[config.mk]
export PLATFORM = sky130hd
export DESIGN_NAME = vga_timing_out
export DESIGN_NICKNAME = d
export VERILOG_FILES = /design/src/rtl/vga_pkg.sv /design/src/rtl/vga_sync_delay.sv /design/src/rtl/vga_timing_out.sv
export SDC_FILE = /design/constraint.sdc
export NUM_CORES = 1
export LEC_CHECK = 0
export ABC_AREA = 1
export CORE_ASPECT_RATIO = 0.9
export CORE_MARGIN = 2
export CORE_UTILIZATION = 50
export CTS_CLUSTER_SIZE = 28
export DETAILED_ROUTE_END_ITERATION = 10
export PLACE_DENSITY = 0.79
export SLEW_MARGIN = 20
export SYNTH_ARGS = -nofsm -noshare
export SYNTH_HDL_FRONTEND = slang
export SYNTH_HIERARCHICAL = 1
export SYNTH_SLANG_ARGS = --single-unit
[constraint.sdc]
create_clock -name clk -period 2 [get_ports clk]
set_input_delay 0.5 -clock clk [delete_from_list [all_inputs] [get_ports clk]]
set_output_delay 0.5 -clock clk [all_outputs]
set_load 0.05 [all_outputs]
[src/rtl/vga_pkg.sv]
// Shared 640x480@60 timing constants, TinyVGA pin indices and colour/sync types.
package vga_pkg;

    // Default 640x480@60 timing (pixel clock 25.175 MHz)
    localparam int H_ACTIVE = 640;
    localparam int H_FP     = 16;
    localparam int H_SYNC   = 96;
    localparam int H_BP     = 48;
    localparam int V_ACTIVE = 480;
    localparam int V_FP     = 10;
    localparam int V_SYNC   = 2;
    localparam int V_BP     = 33;
    localparam int H_TOTAL  = H_ACTIVE + H_FP + H_SYNC + H_BP;
    localparam int V_TOTAL  = V_ACTIVE + V_FP + V_SYNC + V_BP;

    // TinyVGA uo_out bit positions
    localparam logic [2:0] UO_R1    = 3'd0;
    localparam logic [2:0] UO_G1    = 3'd1;
    localparam logic [2:0] UO_B1    = 3'd2;
    localparam logic [2:0] UO_VSYNC = 3'd3;
    localparam logic [2:0] UO_R0    = 3'd4;
    localparam logic [2:0] UO_G0    = 3'd5;
    localparam logic [2:0] UO_B0    = 3'd6;
    localparam logic [2:0] UO_HSYNC = 3'd7;

    // Renderer colour word {R1,R0,G1,G0,B1,B0}
    typedef struct packed {
        logic [1:0] r;
        logic [1:0] g;
        logic [1:0] b;
    } rgb6_t;

    // Sync/blank bundle carried through the latency-matching delay line
    typedef struct packed {
        logic hsync;
        logic vsync;
        logic de;
    } sync_t;

    // Idle value: both syncs inactive (high), display disabled
    localparam logic [2:0] SYNC_IDLE = 3'b110;

endpackage

[src/rtl/vga_sync_delay.sv]
// N-stage shift register for {hsync, vsync, de}; N=0 is a straight wire.
module vga_sync_delay #(
    parameter int N = 2
) (
    input  logic       clk,
    input  logic       rst_n,
    input  logic [2:0] sync_in,
    output logic [2:0] sync_out
);
    import vga_pkg::*;

    if (N == 0) begin : g_direct
        logic unused_ctrl;
        assign unused_ctrl = &{1'b0, clk, rst_n};
        assign sync_out    = sync_in;
    end else begin : g_pipe
        logic [2:0] stage_q [N];
        logic [2:0] stage_d [N];

        // Each stage takes its predecessor; stage 0 takes the raw bus
        always_comb begin
            stage_d[0] = sync_in;
            for (int i = 1; i < N; i++) begin
                stage_d[i] = stage_q[i-1];
            end
        end

        // Shift every cycle; reset parks the line in the idle (syncs high) state
        always_ff @(posedge clk) begin
            for (int i = 0; i < N; i++) begin
                stage_q[i] <= (!rst_n) ? SYNC_IDLE : stage_d[i];
            end
        end

        assign sync_out = stage_q[N-1];
    end

endmodule

[src/rtl/vga_timing_out.sv]
// VGA timing generator with renderer-latency alignment and TinyVGA pin packing.
module vga_timing_out #(
    parameter int H_ACTIVE = vga_pkg::H_ACTIVE,
    parameter int H_FP     = vga_pkg::H_FP,
    parameter int H_SYNC   = vga_pkg::H_SYNC,
    parameter int H_BP     = vga_pkg::H_BP,
    parameter int V_ACTIVE = vga_pkg::V_ACTIVE,
    parameter int V_FP     = vga_pkg::V_FP,
    parameter int V_SYNC   = vga_pkg::V_SYNC,
    parameter int V_BP     = vga_pkg::V_BP,
    parameter int PIX_LAT  = 2
) (
    input  logic       clk,
    input  logic       rst_n,
    input  logic [5:0] rgb_in,
    output logic [9:0] x,
    output logic [9:0] y,
    output logic       display_on,
    output logic       line_start,
    output logic       frame_start,
    output logic [7:0] frame_count,
    output logic [7:0] uo_out
);
    import vga_pkg::*;

    localparam int H_TOT = H_ACTIVE + H_FP + H_SYNC + H_BP;
    localparam int V_TOT = V_ACTIVE + V_FP + V_SYNC + V_BP;

    localparam logic [9:0] H_LAST   = 10'(H_TOT - 1);
    localparam logic [9:0] V_LAST   = 10'(V_TOT - 1);
    localparam logic [9:0] H_VIS    = 10'(H_ACTIVE);
    localparam logic [9:0] V_VIS    = 10'(V_ACTIVE);
    localparam logic [9:0] HS_FIRST = 10'(H_ACTIVE + H_FP);
    localparam logic [9:0] HS_LAST  = 10'(H_ACTIVE + H_FP + H_SYNC - 1);
    localparam logic [9:0] VS_FIRST = 10'(V_ACTIVE + V_FP);
    localparam logic [9:0] VS_LAST  = 10'(V_ACTIVE + V_FP + V_SYNC - 1);

    // 10-bit counters cannot represent longer frames
    if (H_TOT > 1024) begin : g_bad_h_total
        $error("vga_timing_out: horizontal total exceeds 1024");
    end
    if (V_TOT > 1024) begin : g_bad_v_total
        $error("vga_timing_out: vertical total exceeds 1024");
    end
    if (PIX_LAT < 0 || PIX_LAT > 7) begin : g_bad_lat
        $error("vga_timing_out: PIX_LAT must be within 0..7");
    end

    logic [9:0] h_q, h_d;
    logic [9:0] v_q, v_d;
    logic [7:0] frame_q, frame_d;
    logic [7:0] uo_q, uo_d;
    logic       h_wrap, v_wrap;
    sync_t      sync_raw;
    sync_t      sync_dly;
    rgb6_t      rgb;

    // Next-state for the pixel, line and frame counters
    always_comb begin
        h_wrap  = (h_q == H_LAST);
        v_wrap  = (v_q == V_LAST);
        h_d     = h_wrap ? 10'd0 : h_q + 10'd1;
        v_d     = v_q;
        frame_d = frame_q;
        if (h_wrap) begin
            v_d = v_wrap ? 10'd0 : v_q + 10'd1;
            if (v_wrap) begin
                frame_d = frame_q + 8'd1;
            end
        end
    end

    // Raw (undelayed) active-low syncs and display enable from the counters
    always_comb begin
        sync_raw.hsync = !((h_q >= HS_FIRST) && (h_q <= HS_LAST));
        sync_raw.vsync = !((v_q >= VS_FIRST) && (v_q <= VS_LAST));
        sync_raw.de    = (h_q < H_VIS) && (v_q < V_VIS);
    end

    vga_sync_delay #(
        .N (PIX_LAT)
    ) u_sync_delay (
        .clk      (clk),
        .rst_n    (rst_n),
        .sync_in  (sync_raw),
        .sync_out (sync_dly)
    );

    // Pack delayed syncs and blanked colour onto the TinyVGA pin order
    always_comb begin
        rgb  = rgb6_t'(rgb_in);
        uo_d = 8'h00;
        uo_d[UO_HSYNC] = sync_dly.hsync;
        uo_d[UO_VSYNC] = sync_dly.vsync;
        if (sync_dly.de) begin
            uo_d[UO_R1] = rgb.r[1];
            uo_d[UO_R0] = rgb.r[0];
            uo_d[UO_G1] = rgb.g[1];
            uo_d[UO_G0] = rgb.g[0];
            uo_d[UO_B1] = rgb.b[1];
            uo_d[UO_B0] = rgb.b[0];
        end
    end

    // State registers; reset restarts timing at (0,0) with idle pins
    always_ff @(posedge clk) begin
        if (!rst_n) begin
            h_q     <= 10'd0;
            v_q     <= 10'd0;
            frame_q <= 8'd0;
            uo_q    <= 8'h88;
        end else begin
            h_q     <= h_d;
            v_q     <= v_d;
            frame_q <= frame_d;
            uo_q    <= uo_d;
        end
    end

    assign x           = h_q;
    assign y           = v_q;
    assign display_on  = sync_raw.de;
    assign line_start  = (h_q == 10'd0);
    assign frame_start = (h_q == 10'd0) && (v_q == 10'd0);
    assign frame_count = frame_q;
    assign uo_out      = uo_q;

endmodule

Yosys cells after proc, flatten, opt, wreduce, memory -nomap -nowiden
Memory sizes are Yosys's and may differ from the RTL's.
Cells that the tools add are included.
- logic and storage cells: 32
- memory bits (writable): 6
- memories kept: 1
- register bits: 36
- output and inout port bits: 39
- memories (name ; depth ; width ; rd ports ; clocked after Yosys merged registers in ; wr ports ; line ; RTL):
    u_sync_delay.g_pipe.stage_q ; 2 ; 3 ; 2 ; 0 ; 2 ; vga_sync_delay.sv:17 ; logic [2:0] stage_q [N];
- order comparisons: 6
- add/subtract/negate cells: 3
- mux-type cells: 3
- bitwise gates (word level): 1
- equality and inequality tests: 2
- reductions and logical operators: 11
- operators by type and width (operator ; number):
    $add 10x1->10 const B ; 2
    $eq 10x10->1 const B ; 2
    $logic_not 10->1 ; 2
    $ge 10x10->1 const B ; 1
    $ge 10x9->1 const B ; 1
    $le 10x10->1 const B ; 1
    $le 10x9->1 const B ; 1
    $lt 10x10->1 const B ; 1
    $lt 10x9->1 const B ; 1
    $mux 10 ; 1
    $add 8x1->8 const B ; 1
    $mux 3 ; 2
    $logic_and 1x1->1 ; 4
    $reduce_and 2->1 ; 2
    $logic_not 1->1 ; 2
    $reduce_or 2->1 ; 1
    $not 1->1 ; 1

Depth between registers and ports, before layout
- word-level depth: 4
- mapped depth: 10

By module
The synthesis kept the hierarchy.
- modules (own cells, without submodules) (module ; area an instance (um2) ; cells each ; sequential area each (um2) ; instances):
    vga_timing_out ; 1919.3 ; 274 ; 720.7 ; 1
    vga_sync_delay ; 165.2 ; 18 ; 120.1 ; 1

Worst setup path after synthesis
OpenSTA, ideal clock, no wires.
- kind: register to output
- start: reg v_q[0] (netlist: y[0])
- end: out frame_start
- slack: -1.140 ns
- buffers on the path: 0
- data arrival time: 2.640 ns
- cell stages (with the launch flop): 7
- data required time: 1.500 ns
- cells stage by stage: dfxtp_1 > inv_1 > ha_1 > inv_1 > nor2_1 > nand3_1 > nor4_1
- word-level cells in the longest chain between the ends: 2
- ends and longest elaborated chain (element ; line ; RTL):
    from (decl) ; vga_timing_out.sv:50 ; logic [9:0] v_q, v_d;
    from (signal assigned) ; vga_timing_out.sv:114 ; v_q <= v_d;
    $logic_not 10->1 ; vga_timing_out.sv:124 ; assign frame_start = (h_q == 10'd0) && (v_q == 10'd0);
    $logic_and 1x1->1 ; vga_timing_out.sv:124 ;
    to (decl) ; vga_timing_out.sv:20 ; output logic frame_start,
No other way between the ends.

Final worst setup path
- start: reg h_q[6] (netlist: x[6])
- end: out frame_start
- word-level cells in the longest chain between the ends: 2
- ends and longest elaborated chain (element ; line ; RTL):
    from (decl) ; vga_timing_out.sv:49 ; logic [9:0] h_q, h_d;
    from (signal assigned) ; vga_timing_out.sv:108 ; h_q <= 10'd0;
    from (signal assigned) ; vga_timing_out.sv:113 ; h_q <= h_d;
    $logic_not 10->1 ; vga_timing_out.sv:124 ;
    $logic_and 1x1->1 ; vga_timing_out.sv:124 ;
No other way between the ends.

==> impl_metrics.ini <==
[hold_path]
hold_class = flip-flop to flip-flop
whs_path_depth = 2

[floorplan]
num_rows = 22
die_area_um2 = 4702
ios = 47
coreArea_um2 = 4046
die_w_um = 72.06
start_util_pct = 51.52
die_y_um = 65.26

[timing]
skew_ps = 11.31
final.setup.worst_slack_ps = 25.51
fmax_ghz = 0.5065
fin_crit_ps = 1974
tightestPinTransition_ps = 503.2
max-slew-margin-rel_pct = 66.35
setup_tns_ps = 0
setup_viol = 0
slew_violations = 0
rsz0062_at_grt = yes
final-hold-violation-count = 0
period_share_pct = 98.72

[logic_synthesis]
syn_nets = 306
ys_ff_latch = 42
avgSynthCellArea_um2 = 7.139
synth_area_um2 = 2084
seq_area_frac_synth_pct = 40.34
synth_top_area_share_pct = 40.34
ys_types = 29
synthTopCellsByArea = dfxtp_1, nand2_1, inv_1, nor2_1, nand3_1
synthCells = 292
yosysWarnings = 6
synth_largest_area_cell = dfxtp_1

[grt]
antenna_found_initial = 0
grt_pass1_wl_mm = 8.445
grt_overflow = 0
grt_max_degree = 16
track_usage_pct = 22.92
first_global_vias = 1948

[setup_path]
path_class = flip-flop to output port
r2r_setup_slack_ps = 350
cp_max_fo = 4
r2r_cells = 9
arrival_ps = 1470
endpoint_kind = output port
critPathRequiredTime_ps = 1500
cp-start-kind = flip-flop

[clock_tree]
cts_sinks = 42
clkSlewWorstSetupHoldPaths_ps = 90
worstSkewPairLatency_ps = 310
cts_made_buffers = 5
cts_root_buffer = clkbuf_8
cts_buffer_depth = 2
cts_tree = built
htreeDepth = 2

[power_and_ir_drop]
peakVddDrop_mv = 0.4734
p_per_area_nw_per_um2 = 543.3
leakagePower_nw = 1.344

[route]
drtIter0Drc = 75
wl_per_cell_um = 12.36
vias_per_cell = 4.964
antenna_left = 0
routed_wl_mm = 5.119
drt_pass1_iterations = 4
drcViolationCount = 0
vias = 2055

[finish]
syn2layout_area_growth_pct = 40.52
multiInputGateArea_um2 = 1129
post-route-cell-area_um2 = 2929
num-nets-final = 379
fillers = 327
diodes = 0
regArea_um2 = 880.8
drive_above_1_share_pct = 30.87

[outcome]
run_status = finished clean

[placement]
place_congestion = 0.9139
place_ws_ps = 137.8
place_area_um2 = 2629
port_buffers = 46
hpwl_mm = 3.546

[job]
maxCapViolCount = 0
## layout by cell type (no fill, tap or decap), drive strengths merged
cell,netlist,layout
nand2,68,68
inv,52,53
nor2,53,53
buf,1,52
dfxtp,42,42
nand3,23,23
clkdlybuf4s50,0,15
a21oi,9,9
nand4,8,8
nor3,7,7
ha,6,6
clkbuf,0,5
o21ai,5,5
xnor2,3,3
xor2,3,3
nor4,3,3
o211ai,2,2
or2,2,2
o21a,2,2
clkinvlp,0,2
o21bai,1,1
o22ai,1,1
nor3b,1,1
## cells by family after synthesis
logic type	synth area share, %
flip-flops	40.34
XOR/XNOR	2.521
adder cells (fa/ha/maj)	3.601
buffers and inverters	9.604
AND/OR/NAND/NOR	38.48
AO/OA/AOI/OAI	5.462
## stage by stage
stage	hold WS (ps)	utilization, %	power (mW)	instances
finish	412.8	72.39	1.591	414
global route	438.7	72.39	1.645	414
CTS	416.4	69.23	1.599	405
detailed placement	393.9	64.97	1.035	391
global placement	385.3	64.97	1.033	391
floorplan	379.5	-	0.9641	292
## power breakdown
group	total, mW	switching [mW]	internal (mW)
combinational	0.168	0.0966	0.0712
sequential	0.844	0.00735	0.836
clock	0.580	0.330	0.250
total	1.59	0.434	1.16
## worst max-delay path: stages (launching register included)
cell     delay (ps)
dfxtp_4         370
nor2_4          110
nand4_1         190
nor4_4          310
buf_12          180
## what timing repair did
| item | in CTS | in global routing |
|---|---|---|
| endpoints found under the setup margin | 2 | 3 |
| resized for setup | 12 | 30 |
| hold buffers | 0 | 0 |
| pin swaps | 5 | 8 |
| setup buffers | 6 | 10 |
## path summary, 6_finish.rpt
kind                                           from                           endpoint
hold / removal    u_sync_delay/g_pipe.stage_q[0][1]  u_sync_delay/g_pipe.stage_q[0][4]
hold reg to reg   u_sync_delay/g_pipe.stage_q[0][1]  u_sync_delay/g_pipe.stage_q[0][4]
setup / recovery                               x[6]                        frame_start
setup reg to reg                               y[1]                     frame_count[3]
## Yosys cell counts
cell type	number
o21ai_0	4
o211ai_1	2
nand2_4	2
o21a_1	2
nor4_1	3
ha_1	6
nor2_1	43
nor2_4	7
o22ai_1	1
dfxtp_1	42
nand3_2	1
nand2_1	65
buf_2	1
nor3_1	7
xnor2_1	3
inv_2	2
nand3_4	1
nand3_1	21
o21ai_1	1
nor3b_1	1
nor2_2	2
inv_1	50
xor2_1	3
nand4_1	8
o21bai_1	1
a21oi_1	9
nor2_8	1
nand2_2	1
or2_2	2
## sequential cells by signal, indices dropped and copies added (netlist names)
name and flops:
u_sync_delay/g_pipe.stage_q 6, uo_out 8, x 10, frame_count 8
y 10
## layer usage
metal | wire, µm | global-route usage (%) | part of all wire [%]
met1 | 2173 | 27.60 | 42
met2 | 2604 | 40.48 | 51
met3 | 254 | 4.601 | 5.0
met4 | 85 | 7.783 | 1.7
met5 | 0 | 0 | 0
## layout make-up
class	instances	area share [%]
clock buffer	5	2.349
clock inverter	3	0.8116
inverter	52	6.749
multi-input combinational	197	38.53
sequential	42	30.07
tap	48	2.050
timing repair buffer	67	19.44
Note: power is estimated with default switching activity, not from simulation.
